<file path="config.mk">
export PLATFORM = sky130hd
export DESIGN_NAME = ham_minmax_engine
export DESIGN_NICKNAME = d
export VERILOG_FILES = /design/src/rtl/ham_minmax_engine.sv
export SDC_FILE = /design/constraint.sdc
export NUM_CORES = 1
export LEC_CHECK = 0
export ABC_AREA = 0
export BUFFER_PORTS_ARGS = -buffer_cell sky130_fd_sc_hd__buf_2
export CAP_MARGIN = 10
export CORE_ASPECT_RATIO = 1.4
export CORE_MARGIN = 8
export CORE_UTILIZATION = 60
export DETAILED_ROUTE_END_ITERATION = 12
export PLACE_DENSITY = 0.85
export RECOVER_POWER = 25
export SETUP_SLACK_MARGIN = 0.02
export SLEW_MARGIN = 10
export SYNTH_ARGS = -nofsm -noshare
export SYNTH_HDL_FRONTEND = slang
export SYNTH_SLANG_ARGS = --single-unit
</file>
<file path="constraint.sdc">
create_clock -name clk -period 12.3 [get_ports clk]
set_input_delay 1.23 -clock clk [delete_from_list [all_inputs] [get_ports clk]]
set_output_delay 1.23 -clock clk [all_outputs]
set_load 0.02 [all_outputs]
</file>
<file path="src/rtl/ham_minmax_engine.sv">
// Loads N_WORDS 16-bit operands from byte memory, scans all pairs for min/max Hamming distance, writes both back.
// done rises 2*N_WORDS + N_WORDS*(N_WORDS-1)/2 + 3 cycles after the start edge; req=1 in LOAD/COMPARE aborts the run.
module ham_minmax_engine #(
  parameter int N_WORDS  = 32,
  parameter int MIN_ADDR = 64,
  parameter int MAX_ADDR = 65
) (
  input  logic       clk,
  input  logic       reset,
  input  logic       req,
  output logic       done,
  output logic [7:0] mem_addr,
  input  logic [7:0] mem_rdata,
  output logic       mem_wen,
  output logic [7:0] mem_wdata,
  output logic [4:0] min_dist,
  output logic [4:0] max_dist
);

  localparam int IW = (N_WORDS > 2) ? $clog2(N_WORDS) : 1;
  localparam logic [7:0] LAST_ADDR = 8'(2 * N_WORDS - 1);

  typedef enum logic [2:0] {
    S_IDLE, S_LOAD, S_COMPARE, S_WR_MIN, S_WR_MAX, S_DONE
  } state_t;

  state_t      r_state;
  logic [15:0] r_word [N_WORDS];
  logic [IW-1:0] r_i, r_j;
  logic        r_drain, r_dist_vld;
  logic [4:0]  r_dist, r_min, r_max;
  logic        r_done, r_wen;
  logic [7:0]  r_addr, r_wdata;
  logic [4:0]  r_min_dist, r_max_dist;

  logic [15:0] w_xor;
  logic [4:0]  w_pop, w_min_next, w_max_next;
  logic        w_last_pair;

  assign w_xor       = r_word[r_i] ^ r_word[r_j];
  assign w_last_pair = (r_i == IW'(N_WORDS - 2)) && (r_j == IW'(N_WORDS - 1));
  assign w_min_next  = (r_dist_vld && (r_dist < r_min)) ? r_dist : r_min;
  assign w_max_next  = (r_dist_vld && (r_dist > r_max)) ? r_dist : r_max;

  always_comb begin
    w_pop = 5'd0;
    for (int b = 0; b < 16; b++) w_pop = w_pop + {4'b0, w_xor[b]};
  end

  // Operand cache: even byte is the high half of the word.
  always_ff @(posedge clk) begin
    if (r_state == S_LOAD) begin
      if (r_addr[0]) r_word[r_addr[IW:1]][7:0]  <= mem_rdata;
      else           r_word[r_addr[IW:1]][15:8] <= mem_rdata;
    end
  end

  always_ff @(posedge clk) begin
    if (reset) begin
      r_state    <= S_IDLE;
      r_done     <= 1'b0;
      r_wen      <= 1'b0;
      r_addr     <= 8'd0;
      r_wdata    <= 8'd0;
      r_min_dist <= 5'd16;
      r_max_dist <= 5'd0;
      r_i        <= '0;
      r_j        <= '0;
      r_drain    <= 1'b0;
      r_dist_vld <= 1'b0;
      r_dist     <= 5'd0;
      r_min      <= 5'd16;
      r_max      <= 5'd0;
    end else begin
      r_wen      <= 1'b0;
      r_wdata    <= 8'd0;
      r_addr     <= 8'd0;
      r_dist_vld <= 1'b0;
      case (r_state)
        S_IDLE: begin
          r_done <= 1'b0;
          if (!req) begin
            r_state <= S_LOAD;
            r_min   <= 5'd16;
            r_max   <= 5'd0;
          end
        end
        S_LOAD: begin
          if (req) begin
            r_state <= S_IDLE;
          end else if (r_addr == LAST_ADDR) begin
            r_state <= S_COMPARE;
            r_i     <= '0;
            r_j     <= IW'(1);
            r_drain <= 1'b0;
          end else begin
            r_addr <= r_addr + 8'd1;
          end
        end
        S_COMPARE: begin
          if (req) begin
            r_state <= S_IDLE;
          end else begin
            // Distance is registered; the extra drain cycle folds in the last pair.
            r_min <= w_min_next;
            r_max <= w_max_next;
            if (!r_drain) begin
              r_dist     <= w_pop;
              r_dist_vld <= 1'b1;
              if (w_last_pair) begin
                r_drain <= 1'b1;
              end else if (r_j == IW'(N_WORDS - 1)) begin
                r_i <= r_i + IW'(1);
                r_j <= r_i + IW'(2);
              end else begin
                r_j <= r_j + IW'(1);
              end
            end else begin
              r_state <= S_WR_MIN;
              r_wen   <= 1'b1;
              r_addr  <= 8'(MIN_ADDR);
              r_wdata <= {3'b0, w_min_next};
            end
          end
        end
        S_WR_MIN: begin
          r_min_dist <= r_min;
          r_state    <= S_WR_MAX;
          r_wen      <= 1'b1;
          r_addr     <= 8'(MAX_ADDR);
          r_wdata    <= {3'b0, r_max};
        end
        S_WR_MAX: begin
          r_max_dist <= r_max;
          r_state    <= S_DONE;
          r_done     <= 1'b1;
        end
        S_DONE: begin
          if (req) begin
            r_state <= S_IDLE;
            r_done  <= 1'b0;
          end
        end
        default: r_state <= S_IDLE;
      endcase
    end
  end

  assign done      = r_done;
  assign mem_addr  = r_addr;
  assign mem_wen   = r_wen;
  assign mem_wdata = r_wdata;
  assign min_dist  = r_min_dist;
  assign max_dist  = r_max_dist;

endmodule

</file>
# Yosys cells after proc, flatten, opt, wreduce, memory -nomap -nowiden
# Memories as Yosys holds them, arrays and structs flattened. A register that Yosys moved wholly into a read port is not among the register bits.
# Index checks and enable logic that the tools add are counted.
[word_totals] in_bits=11 ff_bits=58 ram_bits=512 n_memories=1
[op_classes] magnitude_cmp=2 n_eq_ne=19 bitwise_logic=4 n_mux=59 reduce_logical=16 n_addsub=19
[mem_list] name="r_word" words=32 width=16 read_ports=2 rd_ports_with_merged_regs=2 wr=1 line_no="28" text="logic [15:0] r_word [N_WORDS];"
[op_table] cell="$mux W5" count=24
[op_table] cell="$add A5 B1 Y5" count=11
[op_table] cell="$pmux W5 S2" count=5
[op_table] cell="$pmux W8 S3" count=1
[op_table] cell="$mux W3" count=6
[op_table] cell="$pmux W3 S6" count=1
[op_table] cell="$mux W8" count=2
[op_table] cell="$ne A2 B2 Y1 const B" count=8
[op_table] cell="$xor A16 B16 Y16" count=1
[op_table] cell="$mux W1" count=15
[op_table] cell="$mux W7" count=2
[op_table] cell="$reduce_and A4 Y1" count=3
[op_table] cell="$add A5 B1 Y5 const B" count=2
[op_table] cell="$eq A5 B5 Y1 const B" count=2
[op_table] cell="$add A8 B1 Y8 const B" count=1
[op_table] cell="$eq A8 B6 Y1 const B" count=1
[op_table] cell="$reduce_and A7 Y1" count=1
[op_table] cell="$eq A3 B2 Y1 const B" count=2
[op_table] cell="$eq A3 B3 Y1 const B" count=2
[op_table] cell="$reduce_and A3 Y1" count=2
[op_table] cell="$reduce_and A6 Y1" count=1
[op_table] cell="$add A4 B1 Y5" count=1
[op_table] cell="$add A5 B2 Y5 const B" count=1
[op_table] cell="$gt A5 B5 Y1" count=1
[op_table] cell="other kinds (17)" count=23

# Longest topological paths before layout
[logic_depth] ltp_word=16 depth_mapped=23

# Worst setup path after synthesis
# Ideal clock, no wire load.
[synth_timing] path_type="reg-to-reg" startpoint="register (tool-made name)" endpoint="register r_dist[4]" n_path_buf=3 arrival_time_ps=4958 period_less_slack_ps=5090 required_ps=12168 setup_time_ps=132 slack_ps=7210 path_stages_with_launch=18 path_cell_list="dfxtp_1 buf_2 buf_6 buf_6 mux4_2 mux4_2 mux2i_1 xor2_1 fa_1 inv_1 fa_1 fa_1 fa_1 ha_1 fa_1 a21o_1 nand3_1 a21oi_1"
[synth_lines] element="end signal, assigned" line_no="108" text="r_dist <= w_pop;"
[synth_lines] element="end, declared" line_no="31" text="logic [4:0] r_dist, r_min, r_max;"

==> metrics.md <==
| Metric | Value |
|---|---|
| Worst setup path class | register to register |
| Slew Limit Fails | approximately 430 |
| Worst setup SP type | register |
| I/O Buffers | 35 |
| Htree depth | 2 |
| Max-Slew Margin vs Limit | -121% |
| Worst-skew pair later-pin latency | 0.61 ns |
| Dominant cell type by area after synthesis | edfxtp_1 |
| Critical path required time | 12.68 ns |
| Pre-antenna DRT Iters | 5 |
| Initial antenna violation count | 2 |
| Status | finished, violations left |
| Max Fclk | 146 MHz |
| GRT Util Overall | 28.2% |
| Top cell by count, worst path | fa_1 |
| P_leak | just under 9 nW |
| Period utilization | 55.5% |
| CP bufs+invs | 3 |
| CP endpoint kind | register |
| Routed wire length per instance | 34.7 um |
| Hold crit path type | register to register |
| Clk sinks | 577 |
| Failing checks | max-capacitance violations, max-slew violations |
| Clock skew | 0.0230 ns |
| Die area | 0.0523 mm2 |
| Final worst setup slack | approximately 5.5 ns |
| Maximum VDD drop | 0.115 mV |
| Placed cells | 2,003 |
| Worst slack, placed | 5.49 ns |
| Core Region | roughly 0.045 mm2 |
| Area growth syn-to-layout | 8.46% |
| Worst-Margin Slew | 3.31 ns |
| Yosys top cell area share | 56.7% |
| EDFF count, synth | 512 |
| Routed Antenna Nets | 0 |
| Final non-filler cell total | 2,103 |
| Critical Path Max Stage Delay | 0.81 ns |
| Dpl hpwl | 46,100 um |
| Die W | 196 um |
| Residual DRC | 0 |
| Setup tns final | 0 ns |
| Largest net degree at the start of global routing | 96 |
| Area of the mapped netlist | 0.0271 mm2 |
| CTS tree | built |
| DRT Wirelength | about 73,000 um |
| Io pins | 39 |
| Worst-path fanout max | 45 |
| Most frequent cell after synthesis | edfxtp_1 |
| GP Congestion | 0.917 |
| Avg Synthesized Cell Area | 18.2 um2 |
| Crit path DAT | 7.21 ns |
| Crit-path cells | buf_4 > buf_4 > mux4_2 > mux4_2 > mux2i_1 > xor2_1 > fa_1 > inv_1 > fa_1 > fa_1 > fa_1 > ha_1 > fa_1 > a21o_1 > nand3_1 > a21oi_1 |
| Clk slew on worst S/H paths | 0.07 ns |
| Synth unique cells | 53 |
| Initial DRC count | 1,880 |
| Delay-heaviest family, CP | adder cells |
| Max-Cap Viols | 7 |
| Synth Register Bits | 577 |
| Sequential area share after synthesis | 61.5% |
| Ys async rst share | 0% |
| FP Rows | 92 |
| Synth Instances | roughly 1,500 |
| Setup violators final | 0 |
| Top cells by count, synth | 512 x edfxtp_1, 284 x mux4_2, 104 x nor2_1 |
| Vias per inst | 7.36 |
| First-pass GRT wire length | 107,000 um |
| CTS Root Cell | clkbuf_16 |
| Die Y | 267 um |
| Synth top area cells | edfxtp_1 57%, mux4_2 24%, dfxtp_1 4.8%, mux2i_1 2.3%, nor2_1 1.4% |
| PostCTS Resize Cnt | 0 |
| Total congestion overflow | 0 |
| Post-route minimum period | between 6 and 7 ns |
| Ys Warns | 0 |
| Initial Util | 60.5% |
| TritonCTS buffer count | 54 |
| Post-CTS setup buffer count | 0 |
| Vias | 15,486 |
| RSZ-0062 raised after global routing | no |
| FILL cells | 2,803 |
| NumNets Final | 1,536 |
| Clock Tree Buf Depth | 3 |
| Vias in the first global route | 15,866 |
| CP max-delay cell | dfxtp_4 |
| Post-CTS Hold Fix Bufs | 0 |
| Final Hold Viols | 0 |
| Share of post-route cells with drive strength above 1 | 29.2% |
| P per Cell Area | 135 mW/mm2 |
| Primary FF master, synth | edfxtp_1 |
[kinds of logic after synthesis]
family	share of synthesized area, %
AOI/OAI and AO/OA	3.00
xor gates and xnor gates	0.873
adders and majority gates	1.66
buffers and inverters	2.34
DFF	61.5
muxes	26.9
other	0.0138
and+or+nand+nor	3.68
[final timing paths]
kind	from	cells after the start	slack (ns)	end
worst min register to register	min_dist[4]$_SDFFE_PP1P_	2	0.48	min_dist[4]$_SDFFE_PP1P_
worst max-delay path	register	16	5.47	r_dist[4]$_SDFFE_PP0P_
worst max register to register	register	16	5.47	r_dist[4]$_SDFFE_PP0P_
worst min-delay path	min_dist[4]$_SDFFE_PP1P_	2	0.48	min_dist[4]$_SDFFE_PP1P_
[power by group]
group | switching (W) | leakage (nW) | internal, W
logic | 0.0000943 | 2.75 | 0.0000513
registers | 0.00000206 | 5.13 | 0.00213
clock network | 0.000721 | 0.865 | 0.000957
total | 0.000817 | 8.75 | 0.00314
[per-layer routing]
metal	up-vias	global-route usage (%)	wire, um
li1	6178	-	-
met1	7908	31.3	22400
met2	1106	47.0	36800
met3	292	5.51	6690
met4	2	23.4	7170
met5	-	0	11
[per-stage QoR]
step | hold slack, ns | power, W | util [%] | instance area [um2]
4_1_cts | 0.480 | 0.00396 | 65.7 | 29400
2_1_floorplan | 0.450 | 0.00226 | - | 27100
3_3_place_gp | 0.463 | 0.00231 | 61.7 | 27600
3_5_place_dp | 0.467 | 0.00232 | 61.7 | 27600
6_report | 0.477 | 0.00396 | 65.6 | 29400
5_1_grt | 0.527 | 0.00405 | 65.6 | 29400
[final cells by class]
type	instances	area [um2]	area share (%)
flip-flops and latches	577	16700	56.8
multi-input cells	782	9800	33.3
clock buffers	70	1490	5.06
well taps	564	706	2.40
repair buffers	55	334	1.14
clock inverters	29	275	0.937
inverters	25	93.8	0.319
diodes	1	2.50	0.00851
[state kept, by name, indices dropped and copies added (netlist names), named ones only]
name and count:
max_dist 5, r_drain 1, min_dist 5, done 1
mem_wdata 5, r_word 512, r_dist 5, mem_wen 1
r_i 5, mem_addr 8, r_j 5, r_dist_vld 1
r_max 5, r_state 3, r_min 5
[worst register-to-register path: cells and delay by family (launching register included)]
family | cells | cell delay (ns)
muxes | 3 | 1.09
and+or+nand+nor | 1 | 0.08
adders and majority gates | 6 | 2.64
DFF | 1 | 0.81
buffers and inverters | 3 | 1.38
xor gates and xnor gates | 1 | 0.35
AOI/OAI and AO/OA | 2 | 0.26
[cell usage in the layout, fill, tap and decap left out, drive strengths merged, types with 24 or more instances in the layout]
master	instances
buf	48
mux4	284
inv	26
mux2i	62
edfxtp	512
dfxtp	65
nand2	53
nor2	104
clkbuf	77
a21oi	41
mux2	24
o21ai	24
Power figures use the tool's default switching activity.
